## src/rtl/imem_boot_ctrl_pkg.sv

```systemverilog
// rtl/imem_boot_ctrl_pkg.sv - shared state encodings and sizing helpers for the imem boot loader
package imem_boot_ctrl_pkg;

    typedef logic [2:0] state_t;

    localparam state_t ST_HDR0  = 3'd0;
    localparam state_t ST_HDR1  = 3'd1;
    localparam state_t ST_DATA  = 3'd2;
    localparam state_t ST_WRITE = 3'd3;
    localparam state_t ST_DONE  = 3'd4;
    localparam state_t ST_ERR   = 3'd5;

    localparam int WORD_BYTES = 4;
    localparam int BCNT_W     = $clog2(WORD_BYTES);

    function automatic int depth_words(input int addr_w);
        return 1 << addr_w;
    endfunction

endpackage

```

## src/rtl/boot_word_asm.sv

```systemverilog
// rtl/boot_word_asm.sv - packs four stream bytes into one little-endian 32-bit word
//
// Ports:
//   clk, rst     clock, asynchronous active-low reset
//   clr          synchronous restart of the byte counter and shift register
//   push         accept rx_byte this cycle
//   rx_byte      incoming stream byte
//   word         word as it stands once rx_byte is included (valid when word_full & push)
//   word_full    the byte being pushed is the fourth of the word
module boot_word_asm
    import imem_boot_ctrl_pkg::*;
(
    input  logic        clk,
    input  logic        rst,
    input  logic        clr,
    input  logic        push,
    input  logic [7:0]  rx_byte,
    output logic [31:0] word,
    output logic        word_full
);

    logic [BCNT_W-1:0] cnt;
    logic [23:0]       sreg;

    // Only the three earlier bytes are stored; the fourth is taken straight
    // from the input so the top can latch the complete word on that edge.
    assign word      = {rx_byte, sreg};
    assign word_full = (cnt == BCNT_W'(WORD_BYTES - 1));

    always_ff @(posedge clk or negedge rst) begin
        if (!rst) begin
            cnt  <= '0;
            sreg <= '0;
        end else if (clr) begin
            cnt  <= '0;
            sreg <= '0;
        end else if (push) begin
            cnt  <= cnt + 1'b1;
            sreg <= {rx_byte, sreg[23:8]};
        end
    end

endmodule

```

## src/rtl/imem_boot_ctrl.sv

```systemverilog
// rtl/imem_boot_ctrl.sv - loads a byte-stream program image into imem, then releases the core
//
// Ports:
//   clk, rst                 clock, asynchronous active-low reset
//   rx_valid/rx_data/rx_ready byte stream in; transfer on rx_valid & rx_ready
//   reboot                   restart pulse, honoured in DONE or ERR only
//   imem_we/imem_addr/imem_wdata  one-cycle instruction memory write
//   core_rst                 active-low core reset (1 = core running)
//   boot_done, boot_err      status levels
module imem_boot_ctrl
    import imem_boot_ctrl_pkg::*;
#(
    parameter int ADDR_W = 8,
    parameter int CNT_W  = 16
) (
    input  logic              clk,
    input  logic              rst,
    input  logic              rx_valid,
    input  logic [7:0]        rx_data,
    output logic              rx_ready,
    input  logic              reboot,
    output logic              imem_we,
    output logic [ADDR_W-1:0] imem_addr,
    output logic [31:0]       imem_wdata,
    output logic              core_rst,
    output logic              boot_done,
    output logic              boot_err
);

    localparam logic [CNT_W-1:0] DEPTH_N = CNT_W'(depth_words(ADDR_W));

    state_t            state;
    logic [7:0]        n_lo;
    logic [CNT_W-1:0]  n_cnt;
    logic [ADDR_W:0]   index;    // one extra bit so index can reach DEPTH

    logic              transfer;
    logic              restart;
    logic [CNT_W-1:0]  n_hdr;
    logic [CNT_W-1:0]  index_inc;
    logic [31:0]       asm_word;
    logic              asm_full;

    // State resets to HDR0, so rx_ready is gated by rst to stay low during reset.
    assign rx_ready  = rst && (state == ST_HDR0 || state == ST_HDR1 || state == ST_DATA);
    assign transfer  = rx_valid && rx_ready;
    assign restart   = reboot && (state == ST_DONE || state == ST_ERR);
    assign n_hdr     = CNT_W'({rx_data, n_lo});
    assign index_inc = CNT_W'(index) + CNT_W'(1);

    boot_word_asm u_word_asm (
        .clk       (clk),
        .rst       (rst),
        .clr       (restart),
        .push      (transfer && state == ST_DATA),
        .rx_byte   (rx_data),
        .word      (asm_word),
        .word_full (asm_full)
    );

    always_ff @(posedge clk or negedge rst) begin
        if (!rst) begin
            state      <= ST_HDR0;
            n_lo       <= '0;
            n_cnt      <= '0;
            index      <= '0;
            imem_we    <= 1'b0;
            imem_addr  <= '0;
            imem_wdata <= '0;
            core_rst   <= 1'b0;
            boot_done  <= 1'b0;
            boot_err   <= 1'b0;
        end else begin
            imem_we <= 1'b0;
            case (state)
                ST_HDR0: begin
                    if (transfer) begin
                        n_lo  <= rx_data;
                        state <= ST_HDR1;
                    end
                end
                ST_HDR1: begin
                    if (transfer) begin
                        n_cnt <= n_hdr;
                        if (n_hdr == '0) begin
                            state     <= ST_DONE;
                            core_rst  <= 1'b1;
                            boot_done <= 1'b1;
                        end else if (n_hdr > DEPTH_N) begin
                            state    <= ST_ERR;
                            boot_err <= 1'b1;
                        end else begin
                            state <= ST_DATA;
                        end
                    end
                end
                ST_DATA: begin
                    if (transfer && asm_full) begin
                        state      <= ST_WRITE;
                        imem_we    <= 1'b1;
                        imem_addr  <= index[ADDR_W-1:0];
                        imem_wdata <= asm_word;
                    end
                end
                ST_WRITE: begin
                    index <= index + 1'b1;
                    if (index_inc == n_cnt) begin
                        state     <= ST_DONE;
                        core_rst  <= 1'b1;
                        boot_done <= 1'b1;
                    end else begin
                        state <= ST_DATA;
                    end
                end
                ST_DONE, ST_ERR: begin
                    if (restart) begin
                        state     <= ST_HDR0;
                        index     <= '0;
                        core_rst  <= 1'b0;
                        boot_done <= 1'b0;
                        boot_err  <= 1'b0;
                    end
                end
                default: state <= ST_HDR0;
            endcase
        end
    end

endmodule

```

## config.mk

```make
export PLATFORM = sky130hd
export DESIGN_NAME = imem_boot_ctrl
export DESIGN_NICKNAME = d
export VERILOG_FILES = /design/src/rtl/imem_boot_ctrl_pkg.sv /design/src/rtl/boot_word_asm.sv /design/src/rtl/imem_boot_ctrl.sv
export SDC_FILE = /design/constraint.sdc
export NUM_CORES = 1
export LEC_CHECK = 0
export CORE_ASPECT_RATIO = 0.6
export CORE_MARGIN = 2
export CORE_UTILIZATION = 45
export CTS_CLUSTER_DIAMETER = 120
export DETAILED_ROUTE_END_ITERATION = 8
export GPL_TIMING_DRIVEN = 0
export HOLD_SLACK_MARGIN = 0.06
export MAX_ROUTING_LAYER = met4
export PLACE_DENSITY = 0.67
export SYNTH_ARGS = -nofsm -noshare
export SYNTH_HDL_FRONTEND = slang
export SYNTH_SLANG_ARGS = --single-unit
```

## constraint.sdc

```tcl
create_clock -name clk -period 2.6 [get_ports clk]
set_clock_uncertainty 0.2 [all_clocks]
set_input_delay 0.52 -clock clk [delete_from_list [all_inputs] [get_ports clk]]
set_output_delay 0.52 -clock clk [all_outputs]
set_load 0.02 [all_outputs]
```

# Word-level counts from Yosys, hierarchy flattened
# Index checks and enable logic that the tools add are counted.
[op_classes] add_sub_neg=3 magnitude_cmp=1 eq_ne=15 n_mux=25 n_reduce_logical=22
[op_table] cell="$mux W24" count=2
[op_table] cell="$mux W3" count=7
[op_table] cell="$pmux W9 S2" count=1
[op_table] cell="$eq A10 B16 Y1" count=1
[op_table] cell="$gt A16 B9 Y1 const B" count=1
[op_table] cell="$logic_not A16 Y1" count=1
[op_table] cell="$pmux W3 S5" count=1
[op_table] cell="$add A9 B1 Y10 const B" count=1
[op_table] cell="$ne A2 B2 Y1 const B" count=5
[op_table] cell="$reduce_and A5 Y1" count=2
[op_table] cell="$add A9 B1 Y9 const B" count=1
[op_table] cell="$mux W1" count=9
[op_table] cell="$mux W9" count=1
[op_table] cell="$reduce_and A2 Y1" count=4
[op_table] cell="$eq A3 B2 Y1 const B" count=2
[op_table] cell="$eq A3 B3 Y1 const B" count=2
[op_table] cell="$ne A2 B1 Y1 const B" count=3
[op_table] cell="$reduce_bool A2 Y1" count=3
[op_table] cell="$logic_and A1 B1 Y1" count=5
[op_table] cell="$mux W2" count=2
[op_table] cell="$reduce_and A4 Y1" count=1
[op_table] cell="$eq A3 B1 Y1 const B" count=1
[op_table] cell="$logic_not A3 Y1" count=1
[op_table] cell="$logic_or A1 B1 Y1" count=3
[op_table] cell="other kinds (6)" count=6
[totals] ff_bits=105 inputBits=12 output_inout_bits=45 elab_cells=77

# Logic depth before layout (Yosys ltp)
[depth] word_depth=8 depth_mapped=7 mapped_depth_nobuf=6

# Cells and area by module
# Synthesis repeated with hierarchy kept, for this count alone.
[hier_totals] hier_cells=453 area_unflattened_um2=4684.5
[by_module_without_submodules] mod="imem_boot_ctrl" n_inst=1 cells_per_inst=360 area_per_inst_um2=3537.1 seq_area_each_um2=1976.9
[by_module_without_submodules] mod="boot_word_asm" n_inst=1 cells_per_inst=93 area_per_inst_um2=1147.4 seq_area_each_um2=650.6

# Least setup slack after synthesis
# OpenSTA, ideal clock, no wires.
[synth_timing] path_kind="flip-flop to flip-flop" from="register index[1]" to="register state[1]" setup_ps=130 arrival_time_ps=1880 required_time_ps=2270 path_slack_ps=390 stages_incl_launch_ff=7 path_buffers=0 synth_period_minus_slack_ps=2210 path_cell_list="dfrtp_1 -> ha_1 -> and3_1 -> and3_1 -> or4_1 -> a221oi_2 -> a211oi_1"
[synth_via] elab_chain_len=4
[synth_rtl] item="start: declaration" line_no="imem_boot_ctrl.sv:35" text="logic [ADDR_W:0] index;"
[synth_rtl] item="start signal: assignment" line_no="imem_boot_ctrl.sv:106" text="index <= index + 1'b1;"
[synth_rtl] item="$add A9 B1 Y10" line_no="imem_boot_ctrl.sv:49" text="assign index_inc = CNT_W'(index) + CNT_W'(1);"
[synth_rtl] item="$eq A10 B16 Y1" line_no="imem_boot_ctrl.sv:107" text="if (index_inc == n_cnt) begin"
[synth_rtl] item="$mux W3" line_no="imem_boot_ctrl.sv:107"
[synth_rtl] item="$pmux W3 S5" line_no="imem_boot_ctrl.sv:75" text="case (state)"
[synth_rtl] item="end signal: assignment" line_no="imem_boot_ctrl.sv:79" text="state <= ST_HDR1;"
[synth_rtl] item="end signal: assignment" line_no="imem_boot_ctrl.sv:108" text="state <= ST_DONE;"
[synth_rtl] item="end signal: assignment" line_no="imem_boot_ctrl.sv:112" text="state <= ST_DATA;"
[synth_rtl] item="end: declaration" line_no="imem_boot_ctrl.sv:32" text="state_t state;"
# Every way passes these cells.
# A chain may end at the register's enable or synchronous reset.

# Final worst setup path
# Ends and elaborated chain as after synthesis.

==> metrics.md <==
| Metric | Value |
|---|---|
| Initial core utilization | 47.0% |
| Total GRT Usage | 21.7% |
| Synth area leaders | dfrtp_1 (56%), mux2_1 (11%), nand2_1 (8.6%) |
| H-tree depth | 3 |
| Logic pwr share | 19.5% |
| Actual slew at the worst max-slew pin | 0.595 ns |
| Cell area after layout | 5880 um^2 |
| ANT nets after route | 0 |
| Startpoint types | flop |
| Top delay family on crit path | simple AND/OR/NAND/NOR gates |
| Largest net degree at the start of global routing | 56 |
| Synthesized cell area | 4690 um^2 |
| Yosys top cell by area | dfrtp_1 |
| Reg power frac | 48.0% |
| Count of pins over their slew limit | 0 |
| Via-per-instance ratio | 5.54 |
| R2R cell count | 6 |
| Post-synthesis cell type count | 55 |
| # fillers | 819 |
| Setup Buffers After CTS | 0 |
| P_leak | 2.72 nW |
| Pre-Repair DR Iteration Count | 5 |
| Vias in the first global route | 3357 |
| Fin Setup TNS | 0 ns |
| Tmin final | 2.48 ns |
| Worst-path cell chain | ha_1 > and3_1 > and3_1 > or4_1 > a221oi_2 > a211oi_1 |
| IO Pins | 57 |
| Synth Area per Inst | 10.7 um^2 |
| WL/cell | 17.0 um |
| Max-Cap Viols | 0 |
| P_sw | 1.25 mW |
| Status | finished clean |
| Final WL | 11100 um |
| Critical path buffer and inverter count | 0 |
| Num CTS Buffers | 9 |
| DRC viols | 0 |
| CP peak stage delay | 0.53 ns |
| FF-to-FF Start | index[1] |
| Register-to-register path setup slack | 0.12 ns |
| Synth Warn # | 0 |
| Slowest cell on crit path | or4_1 |
| Fraction of layout cells with a size suffix above 1 | 9.51% |
| Endpoint class of the critical path | flop |
| Maximum root-to-sink buffer count | 2 |
| Crit Path Category | flop to flop |
| IO Port Bufs | 56 |
| Die H | 83.1 um |
| CP max FO | 7 |
| Initial antenna violation count | 0 |
| Die area | 11300 um^2 |
| Post-Syn Nets | 453 |
| Fin crit share | 95.5% |
| Inserted Diodes | 0 |
| Maximum clock frequency | 403 MHz |
| TritonCTS clock tree | yes |
| CP most frequent cell | and3_1 |
| Cells after synthesis | 439 |
| FF+latch count, synth | 105 |
| Gpl congestion | 0.855 |
| Final setup fails | 0 |
| Hold Vio Cnt, Final | 0 |
| Worst endpoint required time | 2.62 ns |
| Hold Path Class | primary input to async pin |
| Reg clk slew, reported paths | 0.07 ns |
| Max transition margin | 60.1% |
| Worst r2r dst | state[1] |
| Most frequent cell after synthesis | nand2_1 |
| Stages on worst setup path | 6 |
| Dpl hpwl | 7810 um |
| Total Nets Final | 525 |
| Seq/Total Area, Yosys | 56.0% |
| Worst vdd ir | 0.000374 V |
| Clk sinks | 105 |
| Internal power | 3.01 mW |
| Async SR Flop Fraction | 100% |
| Worst Path Arrival | 2.50 ns |
| Core area | 9980 um^2 |
| Die X | 136 um |
| Sw frac | 29.3% |
| RSZ-0062 raised after global routing | false |
| Synth Flop Type | dfrtp_1 |
| CTS root buffer | clkbuf_16 |
| Pwr dens | 723 nW/um^2 |
| DRT iter0 DRCs | 321 |
| DP Area | 5450 um^2 |
| Skew-Pair Late Insertion Delay | 0.34 ns |
| Grt ovf | 0 |
| Area delta synth->final | 25.3% |
| Top cells by count, synth | nand2_1 (107), dfrtp_1 (105), mux2_1 (47) |
| Top-area cell type share of the netlist area | 56.0% |
| Clock power share | 32.5% |
| First-pass GRT wire length | 18400 um |
| Number of flops mapped to enable cells by yosys | 0 |
| Row cnt | 28 |
| Vias | 3599 |
-- cell families (layout without fill, tap and decap cells) --
kind of cell / count (synthesis) / after routing / synth area share (%)
AOI/OAI and AO/OA: 76 / 76 / 10.1
xor gates and xnor gates: 9 / 9 / 1.84
adders and majority gates: 2 / 2 / 0.533
buffers and inverters: 32 / 108 / 2.99
DFF: 105 / 105 / 56.0
muxes: 50 / 50 / 12.0
and+or+nand+nor: 165 / 165 / 16.6
-- through the flow --
step | worst slack, ns | std cells | power, mW | hold slack, ns | util (%)
detailed placement | -0.702 | 631 | 2.86 | 0.263 | 54.5
global route | 0.00721 | 650 | 4.48 | 0.0822 | 58.9
finish | 0.118 | 650 | 4.25 | 0.0565 | 58.9
floorplan | 0.390 | 439 | 2.56 | 0.0244 | -
CTS | 0.105 | 650 | 4.27 | 0.0735 | 58.7
global placement | -4.72 | 630 | 2.83 | 0.264 | 54.3
-- worst max path at each step --
stage               start  endpoint  slack, ns
2_1_floorplan    index[1]  state[1]       0.39
6_report         index[1]  state[1]       0.12
3_3_place_gp          rst  n_cnt[6]      -4.72
5_1_grt          index[1]  state[1]      0.007
4_1_cts        rx_data[4]  state[1]       0.11
3_5_place_dp          rst  n_cnt[9]      -0.70
-- registers in the layout, indices dropped and copies added, names as in the netlist, 2 cells and up --
signal and cells:
imem_wdata 32, imem_addr 8, index 9, n_cnt 16, n_lo 8, state 3, u_word_asm.cnt 2, u_word_asm.sreg 24
-- tightest hold or removal path, cell delays in order --
cell and delay [ns]:
buf_12 0.11, buf_16 0.11, buf_16 0.24
-- cells in the final DEF (no fill, tap or decap), types with 3 or more instances in the layout --
cell,n
a211oi_1,4
a21oi_1,7
a31oi_1,3
and3_1,3
buf_16,4
buf_2,13
clkbuf_1,10
clkbuf_16,9
clkdlybuf4s50_1,54
dfrtp_1,105
inv_1,4
inv_2,3
mux2_1,47
nand2_1,107
nand2b_1,4
nand3_1,6
nand4_1,3
nor2_1,11
nor2b_1,3
nor4_1,5
nor4_4,3
o21ai_0,36
o21ai_1,4
o31ai_1,5
or3_1,3
xnor2_1,5
xor2_1,3
-- routing by layer --
layer	share of wire, %	vias to the layer above	track usage [%]
met5	0	-	-
met4	0.59	0	3.98
met3	6.9	7	5.01
met2	42	125	28.1
met1	51	1789	34.5
li1	-	1678	-
-- timing repair --
item,in CTS,in global routing
hold buffers,4,0
setup endpoints to repair,78,4
endpoints found under the hold margin,50,0
resized for setup,6,2
-- power by group through the flow --
stage / clock (mW) / sequential, mW / combinational (mW)
2_1_floorplan: 0 / 2.01 / 0.550
4_1_cts: 1.41 / 2.03 / 0.826
5_1_grt: 1.49 / 2.07 / 0.920
3_5_place_dp: 0 / 2.06 / 0.800
3_3_place_gp: 0 / 2.05 / 0.775
6_report: 1.38 / 2.04 / 0.831
-- layout make-up --
class	count	area [um^2]	area share (%)
Clock inverter	4	51.3	0.873
Inverter	7	26.3	0.447
Multi-Input combinational cell	302	1950	33.1
Clock buffer	11	253	4.30
Sequential cell	105	2630	44.7
Tap cell	135	169	2.87
Timing Repair Buffer	61	689	11.7
Buffer	25	114	1.94
No activity file was read; power rests on OpenSTA's default activity.
